--- src/rtl/apb_uart_pkg.sv ---
// Shared types and constants for the APB-to-UART register-file controller.
package apb_uart_pkg;

    typedef enum logic [2:0] {
        ST_IDLE,
        ST_ISSUE,
        ST_CAPT,
        ST_WAIT,
        ST_DONE
    } state_t;

    localparam int RF_ADDR_W_DEF = 12;

    localparam logic [11:0] REG_TDR = 12'h000;
    localparam logic [11:0] REG_RDR = 12'h004;
    localparam logic [11:0] REG_LCR = 12'h008;
    localparam logic [11:0] REG_OCR = 12'h00C;
    localparam logic [11:0] REG_LSR = 12'h010;
    localparam logic [11:0] REG_FCR = 12'h014;
    localparam logic [11:0] REG_MSR = 12'h018;
    localparam logic [11:0] REG_MCR = 12'h01C;
    localparam logic [11:0] REG_IER = 12'h020;
    localparam logic [11:0] REG_IIR = 12'h024;

    localparam logic RESP_OKAY   = 1'b0;
    localparam logic RESP_SLVERR = 1'b1;

endpackage

--- src/rtl/apb_uart_slave_ctrl.sv ---
// APB4 slave that turns each bus transfer into one register-file access pulse,
// captures the registered response and completes the transfer with registered outputs.
//
// state    | meaning
// ST_IDLE  | waiting for an APB setup phase
// ST_ISSUE | rf_en_o high for this single cycle
// ST_CAPT  | register-file response valid, captured at the end of the cycle
// ST_WAIT  | optional stall cycles before completion
// ST_DONE  | pready_o high with the captured response
module apb_uart_slave_ctrl
    import apb_uart_pkg::*;
#(
    parameter int PADDR_W        = 32,
    parameter int RF_ADDR_W      = RF_ADDR_W_DEF,
    parameter int WAIT_STATES    = 0,
    parameter bit STRICT_RD_STRB = 1'b1
) (
    input  logic                 clk,
    input  logic                 reset_n,
    input  logic                 psel_i,
    input  logic                 penable_i,
    input  logic                 pwrite_i,
    input  logic [PADDR_W-1:0]   paddr_i,
    input  logic [31:0]          pwdata_i,
    input  logic [3:0]           pstrb_i,
    output logic                 pready_o,
    output logic [31:0]          prdata_o,
    output logic                 pslverr_o,
    output logic                 rf_en_o,
    output logic                 rf_wr_rd_o,
    output logic [RF_ADDR_W-1:0] rf_addr_o,
    output logic [31:0]          rf_wdata_o,
    output logic [3:0]           rf_strb_o,
    input  logic [31:0]          rf_prdata_i,
    input  logic                 rf_addr_err_i,
    output logic                 prot_err_o
);

    localparam logic [3:0] WAIT_LOAD = (WAIT_STATES > 0) ? 4'(WAIT_STATES - 1) : 4'd0;

    state_t      state;
    logic [31:0] rdata_q;
    logic        err_q;
    logic [3:0]  wait_cnt;
    logic        loc_err;
    logic [31:0] capt_rdata;

    always_comb begin
        loc_err = 1'b0;
        if (paddr_i[1:0] != 2'b00)
            loc_err = 1'b1;
        if ((paddr_i >> RF_ADDR_W) != '0)
            loc_err = 1'b1;
        if (STRICT_RD_STRB && !pwrite_i && (pstrb_i != 4'h0))
            loc_err = 1'b1;
    end

    // Write responses carry no data even if the register file drives something.
    assign capt_rdata = rf_wr_rd_o ? 32'h0 : rf_prdata_i;

    always_ff @(posedge clk or negedge reset_n) begin
        if (!reset_n) begin
            state      <= ST_IDLE;
            pready_o   <= 1'b0;
            prdata_o   <= '0;
            pslverr_o  <= 1'b0;
            rf_en_o    <= 1'b0;
            rf_wr_rd_o <= 1'b0;
            rf_addr_o  <= '0;
            rf_wdata_o <= '0;
            rf_strb_o  <= '0;
            prot_err_o <= 1'b0;
            rdata_q    <= '0;
            err_q      <= 1'b0;
            wait_cnt   <= '0;
        end else begin
            rf_en_o    <= 1'b0;
            pready_o   <= 1'b0;
            prdata_o   <= '0;
            pslverr_o  <= 1'b0;
            prot_err_o <= 1'b0;
            case (state)
                ST_IDLE: begin
                    if (psel_i && !penable_i) begin
                        rf_wr_rd_o <= pwrite_i;
                        rf_addr_o  <= paddr_i[RF_ADDR_W-1:0];
                        rf_wdata_o <= pwdata_i;
                        rf_strb_o  <= pwrite_i ? pstrb_i : 4'h0;
                        if (loc_err) begin
                            state     <= ST_DONE;
                            err_q     <= RESP_SLVERR;
                            rdata_q   <= '0;
                            pready_o  <= 1'b1;
                            pslverr_o <= RESP_SLVERR;
                        end else begin
                            state   <= ST_ISSUE;
                            rf_en_o <= 1'b1;
                        end
                    end else if (psel_i && penable_i) begin
                        prot_err_o <= 1'b1;
                    end
                end
                ST_ISSUE: begin
                    if (!psel_i) begin
                        state      <= ST_IDLE;
                        prot_err_o <= 1'b1;
                    end else begin
                        state <= ST_CAPT;
                    end
                end
                ST_CAPT: begin
                    if (!psel_i) begin
                        state      <= ST_IDLE;
                        prot_err_o <= 1'b1;
                    end else begin
                        rdata_q <= capt_rdata;
                        err_q   <= rf_addr_err_i;
                        if (WAIT_STATES > 0) begin
                            state    <= ST_WAIT;
                            wait_cnt <= WAIT_LOAD;
                        end else begin
                            state     <= ST_DONE;
                            pready_o  <= 1'b1;
                            prdata_o  <= capt_rdata;
                            pslverr_o <= rf_addr_err_i;
                        end
                    end
                end
                ST_WAIT: begin
                    if (!psel_i) begin
                        state      <= ST_IDLE;
                        prot_err_o <= 1'b1;
                    end else if (wait_cnt == 4'd0) begin
                        state     <= ST_DONE;
                        pready_o  <= 1'b1;
                        prdata_o  <= rdata_q;
                        pslverr_o <= err_q;
                    end else begin
                        wait_cnt <= wait_cnt - 4'd1;
                    end
                end
                ST_DONE: begin
                    state <= ST_IDLE;
                    if (!psel_i)
                        prot_err_o <= 1'b1;
                end
                default: state <= ST_IDLE;
            endcase
        end
    end

endmodule

--- config.mk ---
export PLATFORM = sky130hd
export DESIGN_NAME = apb_uart_slave_ctrl
export DESIGN_NICKNAME = d
export VERILOG_FILES = /design/src/rtl/apb_uart_pkg.sv /design/src/rtl/apb_uart_slave_ctrl.sv
export SDC_FILE = /design/constraint.sdc
export NUM_CORES = 1
export LEC_CHECK = 0
export ABC_CLOCK_PERIOD_IN_PS = 2400
export CORE_UTILIZATION = 23
export CTS_BUF_LIST = sky130_fd_sc_hd__clkbuf_8
export DETAILED_ROUTE_END_ITERATION = 8
export PLACE_DENSITY = 0.44
export SLEW_MARGIN = 0
export SYNTH_ARGS = -nofsm -noshare
export SYNTH_HDL_FRONTEND = slang
export SYNTH_SLANG_ARGS = --single-unit
--- constraint.sdc ---
create_clock -name clk -period 2.4 [get_ports clk]
set_input_delay 0.24 -clock clk [delete_from_list [all_inputs] [get_ports clk]]
set_output_delay 0.24 -clock clk [all_outputs]
set_load 0.02 [all_outputs]
* Yosys cells after proc, flatten, opt, wreduce, memory -nomap -nowiden
Index checks and enable logic that the tools add are counted.
** Storage, ports and cells
- Input port bits :: 106
- Output and inout bits :: 85
- Register bits after elaboration :: 125
- Bits in latches :: 0
- ROM bits :: 0
- Word-level logic and storage cells :: 80
- Memory bits (writable) :: 0
- Memories :: 0
** Operators by class
- Multiplexer cells :: 41
- Order comparisons :: 0
- Div/mod/pow operators :: 0
- Reduce and logical (&&, ||, !) cells :: 16
- Bitwise gates (word level) :: 1
- Equal/unequal tests :: 8
- Shifts and indexed selects :: 0
- $mul :: 0
- Add/sub/neg operators :: 1
** Operators by type and width (count)
- $mux W32 :: 7
- $pmux W32 S2 :: 2
- $reduce_bool A32 Y1 :: 1
- $mux W1 :: 20
- $mux W3 :: 5
- $pmux W3 S4 :: 1
- $eq A3 B2 Y1 const B :: 2
- $ne A2 B2 Y1 const B :: 3
- $pmux W1 S3 :: 2
- $logic_not A4 Y1 :: 1
- $mux W4 :: 1
- $pmux W1 S2 :: 2
- $reduce_and A2 Y1 :: 2
- $reduce_and A4 Y1 :: 1
- $reduce_bool A2 Y1 :: 2
- $reduce_bool A4 Y1 :: 1
- $reduce_or A4 Y1 :: 1
- $sub A4 B1 Y4 const B :: 1
- $eq A3 B1 Y1 const B :: 1
- $eq A3 B3 Y1 const B :: 1
- $logic_and A1 B1 Y1 :: 3
- $logic_not A3 Y1 :: 1
- $ne A3 B3 Y1 const B :: 1
- $reduce_and A3 Y1 :: 1
- other kinds (3) :: 4

* Logic depth before layout (Yosys ltp)
- Depth in word-level cells :: 7
- Gate-level depth with buffers :: 8
- Depth with buffers taken out :: 6

* Worst setup path before layout
OpenSTA, ideal clock, no wires.
- Kind :: register to register
- Start :: reg wait_cnt[0]
- End :: reg wait_cnt[3]
- Setup time :: 79 ps
- Data arrival time :: 1591 ps
- Buffers on the path :: 1
- Data required time :: 2321 ps
- Period minus slack after synthesis :: 1670 ps
- Slack :: 730 ps
- Cell stages (with the launch flop) :: 8
- Cells stage by stage :: dfrtp_1 inv_1 ha_1 nor3b_1 or3b_1 buf_2 nor4_4 xor2_1
** Between the ends
- Cells in the longest elaborated chain, start to end :: 3
- Elaborated cells on any way between the ends :: 4
- Classes of those cells :: add/sub (1); bitwise (1); reduce/logical (2)
** RTL lines
- start: declaration :: line apb_uart_slave_ctrl.sv:44 : logic [3:0] wait_cnt;
- start signal: assignment :: line apb_uart_slave_ctrl.sv:139 : wait_cnt <= wait_cnt - 4'd1;
- branches (longest 3 deep; another with $sub A4 B1 Y4)
Parallel ways; which one is timed is not known.
A chain may end at the register's enable or synchronous reset.

* Worst setup path in the final report
- Start :: reg wait_cnt[0]
- End :: reg prdata_o[10]
** Between the ends
- Cells in the longest elaborated chain, start to end :: 4
** RTL lines
- $logic_not A4 Y1 :: line apb_uart_slave_ctrl.sv:133 : end else if (wait_cnt == 4'd0) begin
- $mux W32 :: line apb_uart_slave_ctrl.sv:133
- $mux W32 :: line apb_uart_slave_ctrl.sv:130 : if (!psel_i) begin
- $pmux W32 S2 :: line apb_uart_slave_ctrl.sv:82 : case (state)
- end signal: assignment :: line apb_uart_slave_ctrl.sv:124 : prdata_o <= capt_rdata;
- end signal: assignment :: line apb_uart_slave_ctrl.sv:136 : prdata_o <= rdata_q;
- end: declaration :: line apb_uart_slave_ctrl.sv:27 : output logic [31:0] prdata_o,
No other way between the ends.

==> results.toml <==
[floorplanning]
dieArea_um2 = 22300
dieWidth_um = 149
pin_count = 191
num_rows = 53
start_util_pct = 23.6
core_um2 = 21200
die_h_um = 149

[sta]
finalClockSkew_ps = 8.25
hold_ws_ps = 327
hold_violations = 0
maxClockFrequency_mhz = 531
fin_crit_ps = 1880
slew_headroom_pct = 55.7
tightest_slew_ps = 664
slew_violations = 0
post-route-period-util_pct = 78.5
rsz0062_at_grt = "false"
setup_tns_ps = 0
setup-violations-final = 0

[finish]
fillCellCount = 2135
nets = 811
areaGrowthSynthToFinish_pct = 53.5
final_cell_area_um2 = 7650
multiInputGateArea_um2 = 1680
drive_above_1_share_pct = 6.84
fin_util_pct = 36.2
num_antenna_cells = 0
ff_latch_area_um2 = 3130

[cts]
clock_path_buffers = 2
clock-root-buffer = "clkbuf_8"
clk_latency_ps = 430
path_clk_slew_ps = 80
cts_buffers = 17
cts_setup_buffers = 0
cts_htree_levels = 4
cts_tree = "built"
cts.sinks = 125

[yosys]
yosysTopAreaCell = "dfrtp_1"
synth_cell_types = 32
synth_area_leaders = "dfrtp_1, nand2_1, a22oi_1"
synth-seq-cells = 125
synthesis.area_um2 = 4980
syn_nets = 622
synth_seq_area_share_pct = 62.8
netlist_instances = 514
ys_warn_count = 0
synth_top_area_share_pct = 62.8
syn_avg_cell_area_um2 = 9.70

[critical_path]
cp.required_ps = 2750
critPathMaxFanout = 33
endpoint_kind = "register"
path_buf_inv = 2
critPathArrivalTime_ps = 2230
critPathLaunch = "wait_cnt[0]$_DFFE_PN0P_"
crit_type = "register to register"
cp_cell_sequence = "inv_1, ha_1, nor3b_1, and2_1, buf_12, a22oi_1, nor2_1"
cpLargestDelayFamily = "simple AND/OR/NAND/NOR gates"
r2r_start = "wait_cnt[0]$_DFFE_PN0P_"
cpPeakStageDelay_ps = 430
slowest_stage = "dfrtp_1"
cp-start-kind = "register"

[route]
ant_nets = 0
vias = 4245
wl_per_cell_um = 15.3
first_iter_violations = 227
routed_via_density = 4.28
wirelength_mm = 15.2
route.detailed.drc = 0
firstDrtPassIters = 4

[power_and_ir_drop]
cellLeakagePower_nw = 3.34
power_mw = 5.20
power_density_nw_per_um2 = 680
ir_drop_uv = 279

[flow_run]
drv_cap = 0

[worst_hold_path]
hold_class = "primary input to register"
hold_start = "pwdata_i[11]"

[global_routing]
overflow = 0
track_usage_pct = 14.2
grt_pass1_vias = 4355
grt_max_degree = 52
antenna_found_initial = 0
grt_pass1_wl_mm = 23.8

[placed_design]
dpl.hpwl_mm = 10.6
io_buffer_count = 190
placed_area_um2 = 7200
gp_congestion = 0.832

[run_status]
status = "finished, final reports clean"
[layout by cell type (no fill, tap or decap), drive strengths merged]
| cell type | instances |
|---|---|
| o22a | 1 |
| bufinv | 4 |
| nand4 | 1 |
| clkinv | 5 |
| nor4b | 1 |
| buf | 12 |
| nand3 | 5 |
| clkbuf | 20 |
| nor2b | 4 |
| o21ai | 35 |
| inv | 4 |
| xor2 | 3 |
| nor4 | 7 |
| o21bai | 3 |
| nor3b | 1 |
| nand2 | 210 |
| or3b | 1 |
| ha | 2 |
| nor2 | 37 |
| a22oi | 32 |
| a21oi | 2 |
| dfrtp | 125 |
| and2 | 1 |
| clkinvlp | 2 |
| or3 | 1 |
| and3b | 1 |
| nand3b | 3 |
| clkdlybuf4s50 | 189 |
| o31a | 1 |
| nand2b | 1 |
| dlygate4sd3 | 1 |
| xnor2 | 1 |
[registers in the layout (all words and copies together) (netlist names)]
signal	count
err_q	1
rf_addr_o	12
prdata_o	32
pready_o	1
prot_err_o	1
pslverr_o	1
rdata_q	32
rf_en_o	1
wait_cnt	4
rf_wr_rd_o	1
state	3
rf_strb_o	4
rf_wdata_o	32
[layer usage]
layer	GRT usage (%)	up-vias	wire, um
li1	-	2040	-
met1	17.2	2103	6530
met2	24.3	86	7890
met3	2.72	16	514
met4	6.48	0	268
met5	0	-	0
[power breakdown]
group	switching (mW)	internal, mW	total, mW
Sequential	0.0699	2.23	2.30
Clock	0.845	1.21	2.05
Combinational	0.421	0.429	0.850
[synthesized netlist by cell type]
library cell  count
o22a_1            1
nand3b_1          2
ha_1              2
and2_1            1
o31a_4            1
o21ai_1           4
buf_6             3
nand3b_4          1
dfrtp_1         125
nand3_1           5
a21oi_1           2
nor4_4            1
nand2b_1          1
nor3b_1           1
nor2_1           37
nand2_1         210
buf_4             2
o21bai_1          3
nor2b_1           4
or3_1             1
nor4b_4           1
buf_2            13
xor2_1            3
o21ai_0          31
xnor2_1           1
or3b_1            1
nor4_1            6
clkbuf_1         14
a22oi_1          32
inv_1             3
and3b_1           1
nand4_1           1
[cell type report]
cell class,count,area share [%]
sequential,125,40.9
multi-input combinational,354,22.0
clock buffer,20,3.60
timing repair buffer,202,26.7
inverter,3,0.147
clock inverter,12,2.19
tap,275,4.50
[path summary, 6_finish.rpt]
kind                                                   end  slack [ps]  cells past startpoint
min in group asynchronous        rf_wdata_o[9]$_DFFE_PN0P_         390                      2
worst max-delay path                prdata_o[10]$_DFF_PN0_         520                      7
max in group asynchronous         rf_strb_o[3]$_DFFE_PN0P_        1340                      3
worst min-delay path            rf_wdata_o[11]$_DFFE_PN0P_         330                      3
worst min register to register     wait_cnt[3]$_DFFE_PN0P_         470                      1
worst max register to register      prdata_o[10]$_DFF_PN0_         520                      7
[worst register-to-register path: cells and delay by family (launching register included)]
kind                     cells  cell delay (ps)
AO/OA/AOI/OAI                1              140
adder cells (fa/ha/maj)      1              150
buffers and inverters        2              310
flip-flops                   1              430
AND/OR/NAND/NOR              3              780
[per-stage QoR]
stage	instances	setup slack (ps)
4_1_cts	991	483
2_1_floorplan	514	730
6_report	991	517
5_1_grt	991	244
3_3_place_gp	958	286
3_5_place_dp	958	287
[timing repair]
action,4_1_cts,5_1_grt
setup endpoints to repair,0,0
endpoints found under the hold margin,45,0
resized for setup,0,0
hold buffers,1,0
[cells by family after synthesis]
| kind of cell | count (synthesis) | share of synthesized area [%] |
|---|---|---|
| and+or+nand+nor | 274 | 23.0 |
| AOI/OAI and AO/OA | 74 | 9.51 |
| xor gates and xnor gates | 4 | 0.703 |
| adders and majority gates | 2 | 0.502 |
| buffers and inverters | 35 | 3.56 |
| DFF | 125 | 62.8 |
No activity file was read; power rests on OpenSTA's default activity.
